`config.mk`:
```
export PLATFORM = sky130hd
export DESIGN_NAME = hazard_controller
export DESIGN_NICKNAME = d
export VERILOG_FILES = /design/src/rtl/hazard_controller.sv
export SDC_FILE = /design/constraint.sdc
export NUM_CORES = 1
export LEC_CHECK = 0
export CAP_MARGIN = 15
export CORE_UTILIZATION = 31
export DETAILED_ROUTE_END_ITERATION = 16
export PLACE_DENSITY = 0.79
export SLEW_MARGIN = 20
export SYNTH_ARGS = -nofsm -noshare
export SYNTH_HDL_FRONTEND = slang
export SYNTH_SLANG_ARGS = --single-unit
```
`constraint.sdc`:
```
create_clock -name clk -period 2.25 [get_ports clk]
set_clock_uncertainty 0.2 [all_clocks]
set_input_delay 0.225 -clock clk [delete_from_list [all_inputs] [get_ports clk]]
set_output_delay 0.225 -clock clk [all_outputs]
set_load 0.05 [all_outputs]
```
`src/rtl/hazard_controller.sv`:
```
// hazard_controller: sequencing control for the 5-stage MIPS pipeline.
// It covers the hazards that operand forwarding cannot resolve:
//   - load-use: freezes PC and IF/ID for one cycle and bubbles ID/EX
//   - taken branch resolved in EX: flushes IF/ID and bubbles ID/EX
//   - multi-cycle mult/div: freezes the front end for MD_LATENCY cycles
// Control outputs are combinational from state, counter and inputs.
//
// Ports:
//   clk, rst             clock (rising edge), synchronous active-high reset
//   IDEXmemRead, IDEXrt  load in ID/EX and its destination register
//   IFIDrs, IFIDrt       source fields of the instruction in IF/ID
//   IFIDusesRt           IF/ID instruction actually reads rt
//   branchTaken          branch in EX resolved taken
//   mdStart              IF/ID holds a mult/div requesting issue
//   pcWrite, IFIDwrite   front-end load enables
//   IFIDflush            zero IF/ID at the next edge
//   IDEXbubble           zero ID/EX control fields at the next edge
//   mdIssue, mdBusy      mult/div accepted / unit occupied
//   mdDone               pulse in the last busy cycle
//   stallCount           cycles with pcWrite==0 (saturating)
//   flushCount           cycles with IFIDflush==1 (saturating)
//
// Build option: define HAZARD_STATS_EN to build the two statistics
// counters; otherwise they are tied to 0 and the ports remain.
module hazard_controller #(
  parameter int MD_LATENCY = 4,
  parameter int CNT_W      = 4
) (
  input  logic        clk,
  input  logic        rst,
  input  logic        IDEXmemRead,
  input  logic [4:0]  IDEXrt,
  input  logic [4:0]  IFIDrs,
  input  logic [4:0]  IFIDrt,
  input  logic        IFIDusesRt,
  input  logic        branchTaken,
  input  logic        mdStart,
  output logic        pcWrite,
  output logic        IFIDwrite,
  output logic        IFIDflush,
  output logic        IDEXbubble,
  output logic        mdIssue,
  output logic        mdBusy,
  output logic        mdDone,
  output logic [15:0] stallCount,
  output logic [15:0] flushCount
);

  typedef enum logic {RUN, MDBUSY} state_t;

  state_t           state, state_nxt;
  logic [CNT_W-1:0] cnt, cnt_nxt;
  logic             load_use;

  // r0 is hard-wired zero, so a load targeting it never creates a hazard.
  assign load_use = IDEXmemRead && (IDEXrt != 5'd0) &&
                    ((IDEXrt == IFIDrs) || (IFIDusesRt && (IDEXrt == IFIDrt)));

  always_ff @(posedge clk) begin
    if (rst) begin
      state <= RUN;
      cnt   <= '0;
    end else begin
      state <= state_nxt;
      cnt   <= cnt_nxt;
    end
  end

  always_comb begin
    state_nxt = state;
    cnt_nxt   = cnt;
    case (state)
      RUN: begin
        // Branch and load-use both outrank a mult/div issue request.
        if (!branchTaken && !load_use && mdStart) begin
          state_nxt = MDBUSY;
          cnt_nxt   = CNT_W'(MD_LATENCY - 1);
        end
      end
      MDBUSY: begin
        if (cnt == '0) state_nxt = RUN;
        else           cnt_nxt   = cnt - 1'b1;
      end
      default: state_nxt = RUN;
    endcase
  end

  always_comb begin
    pcWrite    = 1'b1;
    IFIDwrite  = 1'b1;
    IFIDflush  = 1'b0;
    IDEXbubble = 1'b0;
    mdIssue    = 1'b0;
    mdBusy     = 1'b0;
    mdDone     = 1'b0;
    case (state)
      RUN: begin
        if (branchTaken) begin
          IFIDflush  = 1'b1;
          IDEXbubble = 1'b1;
        end else if (load_use) begin
          pcWrite    = 1'b0;
          IFIDwrite  = 1'b0;
          IDEXbubble = 1'b1;
        end else if (mdStart) begin
          mdIssue = 1'b1;
        end
      end
      MDBUSY: begin
        // EX holds the mult/div, so a branch cannot be resolving there.
        mdBusy     = 1'b1;
        pcWrite    = 1'b0;
        IFIDwrite  = 1'b0;
        IDEXbubble = 1'b1;
        // A reset landing on the final busy cycle aborts the operation.
        mdDone     = (cnt == '0) && !rst;
      end
      default: ;
    endcase
  end

`ifdef HAZARD_STATS_EN
  always_ff @(posedge clk) begin
    if (rst) begin
      stallCount <= '0;
      flushCount <= '0;
    end else begin
      if (!pcWrite && (stallCount != 16'hFFFF)) stallCount <= stallCount + 16'd1;
      if (IFIDflush && (flushCount != 16'hFFFF)) flushCount <= flushCount + 16'd1;
    end
  end
`else
  assign stallCount = 16'd0;
  assign flushCount = 16'd0;
`endif

endmodule
```
==> results of run 1 <==
area by class of cell:
| cell class | count | share of cell area |
|---|---|---|
| clock buffers | 4 | 0.0259 |
| inverters | 2 | 0.00739 |
| multi-input cells | 78 | 0.472 |
| flip-flops and latches | 5 | 0.0985 |
| well taps | 27 | 0.0333 |
| repair buffers | 34 | 0.363 |
state kept, by name, summed over array words and instances (netlist names):
register	cells
cnt	4
state	1
logic make-up after synthesis:
| group | count (synthesis) | share of synthesized area |
|---|---|---|
| other cells | 1 | 0.00535 |
| buf+inv | 35 | 0.364 |
| simple gates | 18 | 0.166 |
| fa+ha+maj | 1 | 0.0179 |
| mux | 1 | 0.0143 |
| xor+xnor | 10 | 0.125 |
| flops | 5 | 0.143 |
| compound gates | 16 | 0.164 |
synthesized netlist by cell type (all sizes together) (2+ instances only):
| library cell | instances |
|---|---|
| xnor2 | 6 |
| buf | 33 |
| nand2 | 2 |
| inv | 2 |
| dfxtp | 5 |
| xor2 | 4 |
| nor3b | 2 |
| a21oi | 5 |
| nor3 | 3 |
| o21ai | 4 |
| o21a | 3 |
path summary, 6_finish.rpt:
path | startpoint | to | slack [ps] | depth (start not counted)
worst min register to register | cnt[1]$_SDFFE_PP0P_ | cnt[1]$_SDFFE_PP0P_ | 310 | 1
worst min-delay path | cnt[1]$_SDFFE_PP0P_ | cnt[1]$_SDFFE_PP0P_ | 310 | 1
worst max register to register | cnt[0]$_SDFFE_PP0P_ | state$_SDFF_PP0_ | 340 | 7
worst max-delay path | IDEXrt[0] | IFIDwrite | 60 | 8
metrics by stage:
stage | worst slack [ps] | std cells | setup TNS, ps | area (sq um)
after floorplan | -293 | 118 | -293 | 822
after global placement | -68.9 | 146 | -209 | 978
final | 61.8 | 150 | 0 | 1020
after global routing | -67.8 | 150 | -153 | 1020
after CTS | 51.6 | 150 | 0 | 1010
after detailed placement | -85.8 | 146 | -297 | 978
where the power goes:
part | switching, mW | internal, mW
combinational | 0.217 | 0.109
clock | 0.0398 | 0.0672
sequential | 0.00937 | 0.0967
total | 0.266 | 0.273
layer usage:
layer / GRT usage / vias up
li1: - / 296
met4: 0.0714 / 0
met2: 0.252 / 38
met3: 0.0309 / 4
met5: 0 / -
met1: 0.103 / 277
cell usage in the layout, fill, tap and decap left out, types with 3 or more instances in the layout:
cell type / netlist / layout
buf_12: 0 / 5
clkbuf_4: 0 / 3
xor2_1: 4 / 3
dfxtp_1: 5 / 5
dlygate4sd2_1: 0 / 3
o21a_1: 3 / 3
a21oi_1: 4 / 4
xnor2_1: 6 / 6
buf_4: 33 / 8
conb_1: 1 / 32
clkdlybuf4s50_1: 0 / 17
repair_timing:
item / CTS / global route
endpoints found under the setup margin: 4 / 3
pin swaps: 0 / 0
buffers inserted: 0 / 0
gates resized for setup: 4 / 2
worst reg2reg max path: stages, from the launching register on:
cell and delay, ps:
dfxtp_1 330, inv_1 70, ha_1 190, or3b_1 390, and2_4 190, a21oi_2 110
o21ai_2 110, and2b_2 220
==> flow_metrics.tcl, run 1 <==
set metrics [dict create \
    grt_antenna_before_repair 0 \
    cp_slowest_cell "clkdlybuf4s50_1" \
    drive_above_1_share 0.211 \
    synth_top_area_cell "buf_4" \
    regArea_sq_um 100 \
    synth_area_sq_um 701 \
    synthTopCellsByArea "buf_4 35%, dfxtp_1 14%, xnor2_1 7.5%" \
    status "completed" \
    yosysWarnings 0 \
    wl_per_cell_microns 9.39 \
    drtIter0Drc 2 \
    total_power_mw 0.540 \
    grt_max_degree 10 \
    grt_pass1_vias 565 \
    synth_top_area_share 0.354 \
    io_pins 60 \
    slew_viol_final 0 \
    clk_latency_ps 250 \
    track_usage 0.124 \
    die-area_sq_um 2450 \
    io_buffers 27 \
    die_w_microns 49.5 \
    whs_ps 305 \
    rows 16 \
    wirelength_microns 1410 \
    synthArstFlopShare 0 \
    wl_met3_microns 115 \
    wl_met2_microns 828 \
    hold_path.class "register to register" \
    critical_path_class "input port to primary output" \
    layout.nets 146 \
    cts.sinks 5 \
    dp_hpwl_microns 1240 \
    multi_input_area_sq_um 479 \
    max-vdd-ir-drop_v 0.000195 \
    crit_required_ps 1820 \
    powerDensity_nw_per_um2 531 \
    start_util 0.343 \
    critPathTopFamily "buffers and inverters" \
    ant_nets 0 \
    grt_pass1_wl_microns 2260 \
    vias_per_cell 4.10 \
    drc 0 \
    maxCapViolCount 0 \
    first_pass_iters 4 \
    n_fill_cell 212 \
    top_layer "met4" \
    synth_edf_count 0 \
    die_h_microns 49.5 \
    grt_overflow 0 \
    numCtsBuffers 3 \
    synth_area_per_cell_sq_um 8.05 \
    cts-root-buf "clkbuf_4" \
    clock_path_buffers 2 \
    cp_cell_sequence "clkdlybuf4s50_1, xnor2_1, nand3_1, nor3_1, or2_1, a21oi_1, buf_4, buf_12" \
    startpoint_type "input port" \
    wl_met1_microns 434 \
    tritoncts "done" \
    crit_fanout 3 \
    path_buf_inv 3 \
    finalHoldViolCount 0 \
    max_freq_mhz 457 \
    core_sq_um 2040 \
    fin_crit_sh 0.973 \
    cts_hold_buffers 0 \
    cpPeakStageDelay_ps 530 \
    min_period_ps 2190 \
    clkSlewWorstSetupHoldPaths_ps 50 \
    ys_seq_area_frac 0.143 \
    netlist_instances 87 \
    utilization 0.498 \
    ys_seq_elements 5 \
    routabilityCongestion 0.689 \
    diodes 0 \
    synth.distinct_cells 31 \
    synth_flop_cell "dfxtp_1" \
    critPathArrivalTime_ps 1760 \
    setup_viol 0 \
    vias 615 \
    htreeDepth 1 \
    p_leak_nw 0.457 \
    cp-end-kind "primary output" \
    area_growth_pct 45.0 \
]
(Power assumes the default switching activity.)
==> run 2, diff against run 1 <==
==> constraint.sdc (replaced) <==
create_clock -name clk -period 2.25 [get_ports clk]
set_clock_uncertainty 0.2 [all_clocks]
set_input_delay 0.3375 -clock clk [delete_from_list [all_inputs] [get_ports clk]]
set_output_delay 0.3375 -clock clk [all_outputs]
set_load 0.05 [all_outputs]
==> run 2 against run 1 <==
  * Global-route usage up 1.3 points
  * Flip-flop and latch count stayed put
  * First-iteration DRC count rose to 3.0 times the previous value
  * Worst setup slack got worse by 12 ps
  * Critical path depth down 3
  * Core utilization rose by 4.1 points
  * Die area stayed put
  * Maximum frequency shrank 0.55%
  * Routed wire length increased by 10%
  * Critical path type unchanged
  * Highest routed layer unchanged
==> flow_metrics.tcl, run 2 (synthesis gave the netlist of run 1 again) <==
set metrics [dict create \
    finish.instance_area_sq_um 1100 \
    grt_overflow 0 \
    n_fill_cell 194 \
    grt_setup_unrepaired "no" \
    dpl_cell_area_sq_um 1000 \
    slew_viol_final 0 \
    tritoncts "done" \
    regMostFlops "cnt" \
    most-common-layout-cells "32 x conb_1, 19 x buf_4, 10 x dlygate4sd2_1, 6 x xnor2_1" \
    cp-end-kind "primary output" \
    grt_pass1_wl_microns 2420 \
    total_power_mw 0.560 \
    reg.largest.list "cnt: 4 flops, state: 1 flops" \
    clock_path_buffers 2 \
    wl_per_cell_microns 9.60 \
    routabilityCongestion 0.691 \
    drc 0 \
    status "completed" \
    io_buffers 27 \
    multi_input_area_sq_um 498 \
    powerDensity_nw_per_um2 509 \
    fin_crit_sh 0.978 \
    area_growth_pct 57.0 \
    dp_cells 149 \
    core_sq_um 2040 \
    cpPeakStageDelay_ps 540 \
    io_pins 60 \
    drive_above_1_share 0.333 \
    setup_viol 0 \
    critPathArrivalTime_ps 1660 \
    cp_slowest_cell "or4_4" \
    vias 655 \
    stdcell_count 162 \
    finalHoldViolCount 0 \
    min_period_ps 2200 \
    die_w_microns 49.5 \
    hold_path.class "register to register" \
    setup_ws_ps 49.6 \
    track_usage 0.137 \
    cts-root-buf "clkbuf_4" \
    grt_max_degree 9 \
    dp_hpwl_microns 1170 \
    p_leak_nw 0.530 \
    min_path_cells 1 \
    largest_register_ffs 4 \
    clkSlewWorstSetupHoldPaths_ps 40 \
    die-area_sq_um 2450 \
    max_freq_mhz 454 \
    cp_cell_sequence "buf_2, or4_4, o21a_1, a211o_1, buf_6" \
    max-vdd-ir-drop_v 0.000244 \
    critical_path_class "input port to primary output" \
    vias_per_cell 4.04 \
    regArea_sq_um 100 \
    reg2regPathDepth 7 \
    crit_required_ps 1710 \
    clk_latency_ps 250 \
    htreeDepth 1 \
    maxCapViolCount 0 \
    grt_pass1_vias 603 \
    grt_antenna_before_repair 0 \
    first_pass_iters 3 \
    numCtsBuffers 3 \
    cts.sinks 5 \
    dp_slack_ps -285 \
    tns_ps 0 \
    ant_nets 0 \
    drtIter0Drc 6 \
    cts_hold_buffers 0 \
    layout.cells.most_common "conb_1" \
    crit_fanout 3 \
    diodes 0 \
    layout.nets 158 \
    start_util 0.343 \
    wirelength_microns 1560 \
    rows 16 \
    die_h_microns 49.5 \
    startpoint_type "input port" \
]
[run 2: power by group]
group / internal, mW / leakage (nW) / switching, mW
Combinational: 0.122 / 0.474 / 0.230
Clock: 0.0671 / 0.0150 / 0.0381
Sequential: 0.0967 / 0.0411 / 0.00558
Total: 0.286 / 0.530 / 0.274
[run 2: final timing paths]
kind                            start                  end  slack, ps
hold / removal    cnt[1]$_SDFFE_PP0P_  cnt[1]$_SDFFE_PP0P_        280
setup / recovery            IDEXrt[2]           IDEXbubble         50
hold reg to reg   cnt[1]$_SDFFE_PP0P_  cnt[1]$_SDFFE_PP0P_        280
setup reg to reg  cnt[0]$_SDFFE_PP0P_     state$_SDFF_PP0_        370
[run 2: worst max-delay path, delay by kind of cell]
kind                   cells  cell delay, ps
buffers and inverters      2             280
AO/OA/AOI/OAI              2             510
AND/OR/NAND/NOR            1             540
[run 2: per-layer routing]
layer | up-vias | part of all wire | track usage
met5 | - | 0 | 0
met4 | 0 | 0.053 | 0.0762
met3 | 10 | 0.080 | 0.0556
met2 | 42 | 0.55 | 0.266
met1 | 281 | 0.32 | 0.113
li1 | 322 | - | -
[run 2: area by class of cell]
| type | count | area share |
|---|---|---|
| repair buffers | 46 | 0.395 |
| well taps | 27 | 0.0307 |
| inverters | 2 | 0.00683 |
| multi-input cells | 78 | 0.453 |
| flip-flops and latches | 5 | 0.0910 |
| clock buffers | 4 | 0.0239 |
[run 2: what timing repair did]
item / CTS / global route
buffers inserted: 9 / 0
endpoints found under the setup margin: 4 / 6
gates resized for setup: 30 / 5
pin swaps: 13 / 4
[run 2: stage by stage]
stage,hold slack [ps],util
6_report,276,0.539
5_1_grt,324,0.539
3_5_place_dp,284,0.492
3_3_place_gp,276,0.492
4_1_cts,293,0.537
2_1_floorplan,210,-
